===== config.mk =====
export PLATFORM = sky130hd
export DESIGN_NAME = fetch_queue
export DESIGN_NICKNAME = d
export VERILOG_FILES = /design/src/rtl/fetch_pkg.sv /design/src/rtl/fetch_queue.sv
export SDC_FILE = /design/constraint.sdc
export NUM_CORES = 1
export LEC_CHECK = 0
export ABC_AREA = 0
export BUFFER_PORTS_ARGS = -buffer_cell sky130_fd_sc_hd__buf_2
export CORE_ASPECT_RATIO = 0.5
export CORE_MARGIN = 5
export CORE_UTILIZATION = 32
export DETAILED_ROUTE_END_ITERATION = 10
export GPL_ROUTABILITY_DRIVEN = 0
export SYNTH_ARGS = -nofsm -noshare
export SYNTH_HDL_FRONTEND = slang
export SYNTH_SLANG_ARGS = --single-unit
export TNS_END_PERCENT = 100

===== constraint.sdc =====
create_clock -name clk -period 9.5 [get_ports clk]
set_clock_uncertainty 0.2 [all_clocks]
set_input_delay 2.375 -clock clk [delete_from_list [all_inputs] [get_ports clk]]
set_output_delay 2.375 -clock clk [all_outputs]
set_load 0.05 [all_outputs]

===== src/rtl/fetch_pkg.sv =====
// Shared fetch-path types and constants used by fetch, the fetch queue and decode.
package fetch_pkg;

    localparam int FQ_DEPTH = 8;
    localparam int XLEN     = 32;
    localparam int INST_W   = 32;

    typedef struct packed {
        logic [XLEN-1:0]   pc;
        logic [INST_W-1:0] inst;
        logic              pred_taken;
    } fetch_entry_t;

endpackage


===== src/rtl/fetch_queue.sv =====
// In-order instruction fetch buffer between fetch and decode/rename.
// First-word fall-through dequeue, count-based full/empty, flush clears all entries.
module fetch_queue #(
    parameter int DEPTH  = fetch_pkg::FQ_DEPTH,
    parameter int XLEN   = fetch_pkg::XLEN,
    parameter int INST_W = fetch_pkg::INST_W
) (
    input  logic                     clk,
    input  logic                     reset,
    input  logic                     flush,
    input  logic                     enq_valid,
    output logic                     enq_ready,
    input  logic [XLEN-1:0]          enq_pc,
    input  logic [INST_W-1:0]        enq_inst,
    input  logic                     enq_pred_taken,
    output logic                     deq_valid,
    input  logic                     deq_ready,
    output logic [XLEN-1:0]          deq_pc,
    output logic [INST_W-1:0]        deq_inst,
    output logic                     deq_pred_taken,
    output logic [$clog2(DEPTH):0]   count
);
    import fetch_pkg::*;

    localparam int PW = $clog2(DEPTH);
    localparam int CW = PW + 1;
    localparam logic [CW-1:0] FULL_CNT = CW'(DEPTH);
    localparam logic [CW-1:0] ZERO_CNT = {CW{1'b0}};
    localparam logic [CW-1:0] CNT_ONE  = CW'(1);
    localparam logic [PW-1:0] PTR_ZERO = {PW{1'b0}};
    localparam logic [PW-1:0] PTR_ONE  = PW'(1);

    logic [PW-1:0] head_r;
    logic [PW-1:0] tail_r;
    logic [CW-1:0] count_r;
    fetch_entry_t  mem_r [DEPTH];

    logic          enq_fire_s;
    logic          deq_fire_s;
    fetch_entry_t  enq_entry_s;
    fetch_entry_t  head_entry_s;

    // Handshake qualification; flush gates both sides so nothing moves in a flush cycle.
    always_comb begin
        enq_ready   = 1'b0;
        deq_valid   = 1'b0;
        enq_fire_s  = 1'b0;
        deq_fire_s  = 1'b0;
        enq_entry_s = '{pc: enq_pc, inst: enq_inst, pred_taken: enq_pred_taken};
        if (flush) begin
            enq_ready = 1'b0;
            deq_valid = 1'b0;
        end else begin
            enq_ready = (count_r != FULL_CNT);
            deq_valid = (count_r != ZERO_CNT);
        end
        enq_fire_s = enq_valid && enq_ready;
        deq_fire_s = deq_valid && deq_ready;
    end

    // Head/tail pointers and occupancy; pointers wrap naturally because DEPTH is a power of two.
    always_ff @(posedge clk or negedge reset) begin
        if (!reset) begin
            head_r  <= PTR_ZERO;
            tail_r  <= PTR_ZERO;
            count_r <= ZERO_CNT;
        end else if (flush) begin
            head_r  <= PTR_ZERO;
            tail_r  <= PTR_ZERO;
            count_r <= ZERO_CNT;
        end else begin
            if (enq_fire_s) begin
                tail_r <= tail_r + PTR_ONE;
            end
            if (deq_fire_s) begin
                head_r <= head_r + PTR_ONE;
            end
            case ({enq_fire_s, deq_fire_s})
                2'b10:   count_r <= count_r + CNT_ONE;
                2'b01:   count_r <= count_r - CNT_ONE;
                default: count_r <= count_r;
            endcase
        end
    end

    // Entry storage; left unreset since count alone decides which slots are live.
    always_ff @(posedge clk) begin
        if (enq_fire_s) begin
            mem_r[tail_r] <= enq_entry_s;
        end
    end

    // Fall-through head view, forced to zero when the queue is empty.
    always_comb begin
        head_entry_s   = mem_r[head_r];
        deq_pc         = {XLEN{1'b0}};
        deq_inst       = {INST_W{1'b0}};
        deq_pred_taken = 1'b0;
        if (count_r != ZERO_CNT) begin
            deq_pc         = head_entry_s.pc;
            deq_inst       = head_entry_s.inst;
            deq_pred_taken = head_entry_s.pred_taken;
        end else begin
            deq_pc         = {XLEN{1'b0}};
            deq_inst       = {INST_W{1'b0}};
            deq_pred_taken = 1'b0;
        end
    end

    assign count = count_r;

endmodule


==> metrics.md, run 1 <==
| Metric | Value |
|---|---|
| PortBufs | `140` |
| Critical Path RT | `6.93 ns` |
| DRC violations left | `0` |
| Period Utilization, post-route | `65.4%` |
| Mapped Nets | `982` |
| Core Area | `0.0630 mm^2` |
| Flop pwr share | `49.3%` |
| Num rows | `65` |
| DP Wirelength | `22.6 mm` |
| CTS Buffer Depth | `3` |
| Syn Area/Cell | `22.4 um^2` |
| Setup bufs post-CTS | `0` |
| Drt wl/cell | `21.8 um` |
| Synth top area share | `76.7%` |
| Reg area | `0.0159 mm^2` |
| Net Sw Power | `1.33 mW` |
| Post-synth cell types | `34` |
| Drt first pass iters | `5` |
| Worst slew margin | `29.3%` |
| CP Capture Point | `deq_pc[16]` |
| MaxCap Viol Count | `0` |
| Fin. max-slew vios | `0` |
| Setup WS post-layout | `3.29 ns` |
| Synth area leader | `edfxtp_1` |
| Final setup violation count | `0` |
| Nets | `1147` |
| GRT Total Usage | `12.2%` |
| Filler cells | `5634` |
| Crit path depth | `5` |
| Family with the most delay on the worst path | `buffers and inverters` |
| Starting DRT DRC Count | `738` |
| Cells after DPL | `1857` |
| Sw Share | `24.9%` |
| RSZ-0062 raised after global routing | `no` |
| Critical R2R Launch | `count[1]` |
| R2r endpoint | `mem_r[3][31]` |
| Worst R2R Setup Slack | `6.13 ns` |
| Critical Path Start | `head_r[1]` |
| # hold bufs at CTS | `0` |
| Logic pwr share | `13.7%` |
| Layout Cell Area excl Fill | `0.0238 mm^2` |
| Area delta synth->final | `16.8%` |
| Critical Path Slowest Stage Cell | `dfrtp_4` |
| Setup crit end kind | `output port` |
| Design Power | `5.35 mW` |
| Vias in the first global route | `10309` |
| Largest net degree at the start of global routing | `68` |
| Die W | `367 um` |
| Clk root buf | `clkbuf_16` |
| Status | `completed` |
| CP cell instances | `buf_4 > mux4_2 > mux2i_1 > nor2_1 > buf_2` |
| Post-Syn Area | `0.0204 mm^2` |
| Fmax | `0.161 GHz` |
| Initial Util | `32.3%` |
| Final non-filler cell total | `1955` |
| Worst Hold Class | `flip-flop to flip-flop` |
| Pwr per Cell Area | `225 mW/mm^2` |
| WHS | `0.461 ns` |
| Clock buffer count from CTS | `51` |
| DIE AREA | `0.0691 mm^2` |
| Min Tclk post-route | `6.21 ns` |
| Lkg Pwr | `7.42 nW` |
| Final WL | `42.6 mm` |
| P_int | `4.02 mW` |
| Type of origin of the critical path | `flip-flop` |
| Mapped Cells | `908` |
| Util after Layout | `37.7%` |
| Synth Warn # | `0` |
| Crit path buffers/inverters | `2` |
| IO Count | `141` |
| CTS sink count | `530` |
| Post-synthesis register bit count | `530` |
| VDD IR-drop max | `0.133 mV` |
| Clk Latency, worst-skew pair | `0.56 ns` |
| Crit path DAT | `3.63 ns` |
| Die height | `188 um` |
| Crit-path max FO | `67` |
| Clk slew on worst S/H paths | `0.06 ns` |
| Initial antenna violation count | `5` |
| Final hold viol count | `0` |
| Area occupied by multi-input gates | `0.00432 mm^2` |
| DRT antenna net count | `0` |
| Synth top area cells | `edfxtp_1, mux4_2, mux2i_1` |
| Worst Path Class, Setup | `flip-flop to output port` |
| Worst-margin pin slew | `1.06 ns` |
| Cell Area, Placed | `0.0221 mm^2` |
| Clk network pwr share | `37.0%` |
| Setup TNS | `0 ns` |
| First-pass GRT wire length | `64.4 mm` |
| Ratio of cells with drive above 1 in the final layout | `33.7%` |
| Cts repair resizes | `0` |
| Via density per instance | `4.84` |
| Via count | `9453` |
| Max stage delay on crit path | `1.09 ns` |
| Register area share after synthesis | `77.9%` |
| CTS H-tree depth | `2` |
| Reg2reg path depth | `6` |
| Congestion Overflow GR | `0` |
| Pre-CTS WS | `3.83 ns` |
| CTS tree | `done` |
synthesized netlist by cell type:
library cell	number
a2111oi_0	1
a211oi_2	1
a21oi_1	5
a311oi_1	1
a31oi_1	1
and2_4	1
and3_1	1
buf_1	7
buf_2	15
buf_6	2
clkbuf_1	26
dfrtp_1	10
edfxtp_1	520
ha_1	4
inv_1	1
mux2i_1	65
mux4_2	130
nand2_1	9
nand3_1	3
nand3b_1	3
nor2_1	73
nor2b_1	2
nor3_1	3
nor3b_1	3
nor4_1	2
nor4b_1	2
o211ai_1	2
o21ai_0	6
o221a_1	1
o41a_1	1
o41ai_2	1
or4b_1	1
xnor2_1	2
xor2_1	3
cell families after synthesis:
group / count (synthesis) / share of synthesized area [%]
AOI/OAI and AO/OA: 20 / 0.713
xor gates and xnor gates: 5 / 0.215
adders and majority gates: 4 / 0.246
buffers and inverters: 51 / 1.11
DFF: 530 / 77.9
muxes: 195 / 17.6
and+or+nand+nor: 103 / 2.21
power by group through the flow:
| stage | Sequential (mW) | Combinational (mW) | Clock (mW) |
|---|---|---|---|
| after CTS | 2.64 | 0.749 | 2.04 |
| after global placement | 2.69 | 0.739 | 0 |
| final | 2.64 | 0.732 | 1.98 |
| after floorplan | 2.68 | 0.564 | 0 |
| after detailed placement | 2.69 | 0.746 | 0 |
| after global routing | 2.64 | 0.782 | 2.15 |
layout make-up:
class | count | area share [%]
sequential | 530 | 66.8
multi-input combinational | 327 | 18.2
clock buffer | 63 | 5.65
tap | 837 | 4.41
timing repair buffer | 162 | 3.64
clock inverter | 30 | 1.26
antenna | 5 | 0.0526
inverter | 1 | 0.0158
cells in the final DEF, fill, tap and decap left out, drive strengths merged, types with 3 or more instances in the layout:
cell type / Yosys / final
clkinv: 0 / 22
xor2: 3 / 3
nand3b: 3 / 3
clkbuf: 26 / 63
a21oi: 5 / 5
dfrtp: 10 / 10
ha: 4 / 4
mux4: 130 / 130
edfxtp: 520 / 520
nor3: 3 / 3
mux2i: 65 / 65
o21ai: 6 / 6
nand2: 9 / 9
buf: 24 / 162
bufinv: 0 / 6
nor3b: 3 / 3
nand3: 3 / 3
nor2: 73 / 73
diode: 0 / 5
layer usage:
metal  GRT usage (%)  wire length (um)  up-vias
li1                -                 -     4134
met1            14.6             17100     5111
met2            22.9             23400      147
met3            1.88              1250       59
met4            3.56               857        2
met5               0                 7        -
sequential cells by signal, summed over array words and instances, names as in the netlist:
| name | cells |
|---|---|
| tail_r | 3 |
| head_r | 3 |
| count | 4 |
| mem_r | 520 |
worst min-delay path by stage:
stage / startpoint / to / slack (ns) / cells past startpoint
after floorplan: tail_r[0] / tail_r[0] / 0.37 / 1
after detailed placement: count[3] / count[3] / 0.44 / 1
after global placement: count[3] / count[3] / 0.40 / 1
after CTS: count[3] / count[3] / 0.45 / 1
final: count[3] / count[3] / 0.46 / 1
after global routing: count[3] / count[3] / 0.49 / 1
No activity file was read; power rests on OpenSTA's default activity.
==> inputs of run 2 (changes only) <==
==> constraint.sdc (replaced) <==
create_clock -name clk -period 6.5 [get_ports clk]
set_clock_uncertainty 0.2 [all_clocks]
set_input_delay 1.625 -clock clk [delete_from_list [all_inputs] [get_ports clk]]
set_output_delay 1.625 -clock clk [all_outputs]
set_load 0.05 [all_outputs]
==> run 2 against run 1 <==
- sequential share of layout area is essentially flat
- total power grew 45%
- die area is the same
- sequential power grew 46%
- hold slack lost 0.0014 ns
- clock power grew 41%
- critical path depth is the same
- critical path type unchanged
- largest cell class unchanged
- highest routed layer is now met4
==> metrics.md, run 2 (same netlist as run 1, synthesis figures left out) <==
| Metric | Value |
|---|---|
| Final WL | `42.0 mm (-1.5%)` |
| Cell Area, Placed | `0.0222 mm^2 (+0.32%)` |
| Clk root buf | `clkbuf_16` |
| Hold endpoint | `count[3]` |
| Setup bufs post-CTS | `0 (unchanged)` |
| Vias in the first global route | `10205 (-1.0%)` |
| Area delta synth->final | `16.8% (about the same)` |
| Pre-CTS WS | `2.10 ns (-1.73 ns)` |
| Worst Hold Class | `flip-flop to flip-flop` |
| Die W | `367 um (unchanged)` |
| Largest net degree at the start of global routing | `92 (+35%)` |
| Type of origin of the critical path | `flip-flop` |
| Grt met2 use | `23.6% (+0.67 points)` |
| Drt wl/cell | `21.5 um (-1.3%)` |
| Lkg Pwr | `7.41 nW (-0.14%)` |
| Clock buffer count from CTS | `51 (unchanged)` |
| PortBufs | `140 (unchanged)` |
| Setup TNS | `0 ns (unchanged)` |
| Drt first pass iters | `5 (unchanged)` |
| Met1 Resource Use GR | `13.7% (-0.82 points)` |
| WHS | `0.460 ns (-0.00139 ns)` |
| Status | `completed` |
| DRC violations left | `0 (unchanged)` |
| CTS tree | `done` |
| Clk slew on worst S/H paths | `0.06 ns (about the same)` |
| Commonest cells after routing, fill and taps aside | `edfxtp_1, buf_2, mux4_2` |
| Via count | `9325 (-1.4%)` |
| Util after Layout | `37.7% (about the same)` |
| Initial antenna violation count | `3 (-2)` |
| Fin. max-slew vios | `0 (unchanged)` |
| CTS sink count | `530 (unchanged)` |
| DRT antenna net count | `0 (unchanged)` |
| Pwr per Cell Area | `325 mW/mm^2 (+45%)` |
| Most common cell after layout, fill and taps aside | `edfxtp_1` |
| Core Area | `0.0630 mm^2 (unchanged)` |
| Largest register FFs | `520 (unchanged)` |
| # hold bufs at CTS | `0 (unchanged)` |
| DIE AREA | `0.0691 mm^2 (unchanged)` |
| CTS H-tree depth | `2 (unchanged)` |
| Design Power | `7.74 mW (+45%)` |
| Busiest layer in global routing | `met2` |
| Min Tclk post-route | `4.90 ns` |
| MaxCap Viol Count | `0 (unchanged)` |
| Initial Util | `32.3% (unchanged)` |
| First-pass GRT wire length | `63.6 mm (-1.3%)` |
| Final non-filler cell total | `1951 (-0.20%)` |
| Worst slew margin | `33.0% (+3.7 points)` |
| Hold Path Origin | `count[3]` |
| Critical R2R Launch | `count[1]` |
| GRT Total Usage | `12.0% (-0.20 points)` |
| Worst-margin pin slew | `1.00 ns (-0.0556 ns)` |
| Ratio of cells with drive above 1 in the final layout | `34.1% (+0.39 points)` |
| Cts repair resizes | `0 (unchanged)` |
| Worst R2R Setup Slack | `3.52 ns (-2.61 ns)` |
| Setup crit end kind | `output port` |
| Die height | `188 um (unchanged)` |
| Most flop-heavy register | `mem_r` |
| IO Count | `141 (unchanged)` |
| Met3 GRT Util | `1.70% (-0.18 points)` |
| Crit-path max FO | `30 (-55%)` |
| Cells after DPL | `1858 (+0.054%)` |
| R2r endpoint | `mem_r[3][42]` |
| Crit path DAT | `3.07 ns (-0.56 ns)` |
| VDD IR-drop max | `0.212 mV (+59%)` |
| Via density per instance | `4.78 (-1.2%)` |
| Worst Path Class, Setup | `flip-flop to output port` |
| Critical Path RT | `4.68 ns (-2.25 ns)` |
| Period Utilization, post-route | `75.4%` |
| Nets | `1148 (+0.087%)` |
| Filler cells | `5627 (-0.12%)` |
| CTS Buffer Depth | `3 (unchanged)` |
| Setup WS post-layout | `1.60 ns (-1.69 ns)` |
| Worst hold path stage count | `1 (unchanged)` |
| Reg2reg path depth | `5 (-1)` |
| Congestion Overflow GR | `0 (unchanged)` |
| Fmax | `0.204 GHz` |
| Num rows | `65 (unchanged)` |
| Starting DRT DRC Count | `468 (-37%)` |
| DP Wirelength | `22.8 mm (+0.78%)` |
| Final setup violation count | `0 (unchanged)` |
| Final hold viol count | `0 (unchanged)` |
| Clk Latency, worst-skew pair | `0.56 ns (about the same)` |
| RSZ-0062 raised after global routing | `no` |
| Layout Cell Area excl Fill | `0.0238 mm^2 (about the same)` |
[run 2: cell types whose count changed in the layout (fill, tap and decap cells not counted), moves of 2 or more]
cell and delta:
buf_4 -2, buf_12 +3, clkinv_2 +3, bufinv_16 -3, clkbuf_1 -2, nor4b_2 -2
clkinv_1 -3, clkinvlp_4 +2, diode_2 -3, nor4b_4 +2
[run 2: worst max-delay path by stage]
stage / slack, ns / from / cells past startpoint / to
final: 1.60 / head_r[0] / 5 / deq_pc[18]
after global routing: 1.37 / head_r[0] / 5 / deq_pc[19]
after CTS: 1.48 / head_r[0] / 5 / deq_pc[18]
after detailed placement: 2.10 / head_r[0] / 5 / deq_pc[17]
after global placement: 2.10 / head_r[0] / 5 / deq_pc[23]
after floorplan: -1.40 / flush / 5 / mem_r[3][0]
[run 2: cell type report]
class	instances	area (um^2)	share of cell area [%]
flip-flops and latches	530	15900	66.8
multi-input cells	327	4350	18.3
clock buffers	62	1360	5.72
well taps	837	1050	4.41
repair buffers	163	911	3.83
clock inverters	29	224	0.942
diodes	2	5.00	0.0211
inverters	1	3.75	0.0158
[run 2: metal layers]
layer / vias up / part of all wire (%)
met1: 5016 / 39
met4: 0 / 1.5
met2: 141 / 57
met3: 51 / 3.2
met5: - / 0
li1: 4117 / -
[run 2: worst max-delay path, stage by stage (launching register included)]
cell and delay (ns):
dfrtp_4 0.77, buf_4 0.60, mux4_2 0.57, mux2i_1 0.23
nor2_1 0.07, buf_2 0.25
[run 2: power breakdown]
| part | switching [mW] | total, mW | internal (mW) |
|---|---|---|---|
| Sequential | 0.0467 | 3.85 | 3.81 |
| Combinational | 0.709 | 1.08 | 0.368 |
| Clock | 1.20 | 2.80 | 1.60 |
| Total | 1.96 | 7.74 | 5.78 |
==> inputs of run 3 (changes only) <==
==> constraint.sdc (replaced) <==
create_clock -name clk -period 4.9 [get_ports clk]
set_clock_uncertainty 0.2 [all_clocks]
set_input_delay 1.225 -clock clk [delete_from_list [all_inputs] [get_ports clk]]
set_output_delay 1.225 -clock clk [all_outputs]
set_load 0.05 [all_outputs]
==> run 3 against run 2 <==
- count of clock-buffer cells in the layout up 3
- setup slack lost 0.89 ns
- critical endpoint is now deq_pc[22]
- hold slack worse by 0.14 ns
- register-to-register slack lost 1.6 ns
==> metrics.md, run 3 (same netlist as run 1, synthesis figures left out) <==
| Metric | Value |
|---|---|
| MaxCap Viol Count | `0 (unchanged)` |
| Crit path DAT | `2.76 ns (-0.31 ns)` |
| Min Tclk post-route | `4.19 ns` |
| DRT antenna net count | `0 (unchanged)` |
| VDD IR-drop max | `0.255 mV (+20%)` |
| Clk Latency, worst-skew pair | `0.56 ns (about the same)` |
| Period Utilization, post-route | `85.4%` |
| Area delta synth->final | `17.8%` |
| Reg2reg path depth | `7 (+2)` |
| Final setup violation count | `0 (unchanged)` |
| Commonest cells after routing, fill and taps aside | `edfxtp_1, buf_2, mux4_2` |
| Worst-margin pin slew | `0.732 ns (-0.272 ns)` |
| CTS sink count | `530 (unchanged)` |
| Largest register FFs | `520 (unchanged)` |
| Num rows | `65 (unchanged)` |
| Drt wl/cell | `21.8 um (+1.1%)` |
| CTS Buffer Depth | `3 (unchanged)` |
| Setup crit end kind | `output port` |
| Setup bufs post-CTS | `0 (unchanged)` |
| Clock buffer count from CTS | `51 (unchanged)` |
| Clk root buf | `clkbuf_16` |
| Layout Cell Area excl Fill | `0.0240 mm^2 (+0.88%)` |
| First-pass GRT wire length | `65.1 mm (+2.3%)` |
| Cell Area, Placed | `0.0224 mm^2 (+0.85%)` |
| Via count | `9437 (+1.2%)` |
| Largest net degree at the start of global routing | `66 (-28%)` |
| Worst Path Class, Setup | `flip-flop to output port` |
| CTS tree | `done` |
| Status | `completed` |
| Pwr per Cell Area | `432 mW/mm^2 (+33%)` |
| Critical Path RT | `3.47 ns (-1.21 ns)` |
| R2r endpoint | `count[3]` |
| Starting DRT DRC Count | `708 (+51%)` |
| Fin. max-slew vios | `0 (unchanged)` |
| Most common cell after layout, fill and taps aside | `edfxtp_1` |
| Drt first pass iters | `5 (unchanged)` |
| IO Count | `141 (unchanged)` |
| PortBufs | `140 (unchanged)` |
| Worst R2R Setup Slack | `1.88 ns (-1.64 ns)` |
| Worst Hold Class | `input port to async pin` |
| Lkg Pwr | `7.48 nW (+1.0%)` |
| Congestion Overflow GR | `0 (unchanged)` |
| Critical R2R Launch | `count[1]` |
| Initial Util | `32.3% (unchanged)` |
| RSZ-0062 raised after global routing | `no` |
| DIE AREA | `0.0691 mm^2 (unchanged)` |
| Initial antenna violation count | `3 (unchanged)` |
| GRT Total Usage | `12.3% (+0.28 points)` |
| Final hold viol count | `0 (unchanged)` |
| Crit-path max FO | `22 (-27%)` |
| Via density per instance | `4.81 (+0.69%)` |
| Die W | `367 um (unchanged)` |
| # hold bufs at CTS | `0 (unchanged)` |
| Final WL | `42.7 mm (+1.6%)` |
| Most flop-heavy register | `mem_r` |
| Nets | `1153 (+0.44%)` |
| Fmax | `0.239 GHz` |
| Die height | `188 um (unchanged)` |
| Worst slew margin | `51.2% (+18 points)` |
| Core Area | `0.0630 mm^2 (unchanged)` |
| Util after Layout | `38.1% (+0.33 points)` |
| Cts repair resizes | `0 (unchanged)` |
| DP Wirelength | `22.8 mm (+0.35%)` |
| CTS H-tree depth | `2 (unchanged)` |
| DRC violations left | `0 (unchanged)` |
| Type of origin of the critical path | `flip-flop` |
| Vias in the first global route | `10172 (-0.32%)` |
| Ratio of cells with drive above 1 in the final layout | `34.3% (+0.17 points)` |
| Clk slew on worst S/H paths | `0.06 ns (about the same)` |
-- run 3: cell types whose count changed in the layout (fill, tap and decap cells not counted), sizes merged --
cell,previous run,this run
buf,163,168
clkbuf,62,65
clkinvlp,3,0
bufinv,3,5
inv,2,4
diode,2,3
-- run 3: layer usage --
metal | vias up | routed length, um | GRT usage, %
met5 | - | 0 | 0
met4 | 0 | 722 | 2.98
met3 | 61 | 1410 | 1.67
met2 | 155 | 23200 | 22.7
met1 | 5086 | 17400 | 15.4
li1 | 4135 | - | -
-- run 3: critical path: stages, from the launching register on --
cell	delay, ns
dfrtp_4	0.72
buf_4	0.43
mux4_2	0.56
mux2i_1	0.19
nor2_1	0.07
buf_2	0.21
-- run 3: how the worst max path moves through the flow --
stage / startpoint / to / slack, ns / depth (start not counted)
2_1_floorplan: flush / mem_r[4][0] / -1.31 / 4
3_3_place_gp: head_r[0] / deq_inst[10] / 1.25 / 5
3_5_place_dp: head_r[0] / deq_inst[12] / 1.23 / 5
4_1_cts: head_r[0] / deq_inst[12] / 0.60 / 5
5_1_grt: head_r[0] / deq_inst[16] / 0.48 / 5
6_report: head_r[0] / deq_pc[22] / 0.71 / 5
-- run 3: per-stage QoR --
stage | instances | setup WS, ns | power (mW) | hold WS [ns] | TNS (ns)
2_1_floorplan | 908 | -1.31 | 6.28 | 0.413 | -183.58
3_3_place_gp | 1863 | 1.25 | 6.69 | 0.436 | 0
3_5_place_dp | 1863 | 1.23 | 6.71 | 0.446 | 0
4_1_cts | 1958 | 0.604 | 10.5 | 0.289 | 0
5_1_grt | 1961 | 0.485 | 10.8 | 0.307 | 0
6_report | 1961 | 0.714 | 10.4 | 0.324 | 0
-- run 3: final cells by class --
cell class,count,area [um^2]
clock inverter,30,274
inverter,1,3.75
antenna,3,7.51
fill,5603,39000
multi-input combinational,327,4370
tap,837,1050
sequential,530,15900
clock buffer,65,1330
timing repair buffer,168,1070
-- run 3: where the power goes --
part / internal, mW / total (mW) / switching [mW]
registers: 5.05 / 5.11 / 0.0588
logic: 0.511 / 1.48 / 0.965
clock network: 2.18 / 3.78 / 1.60
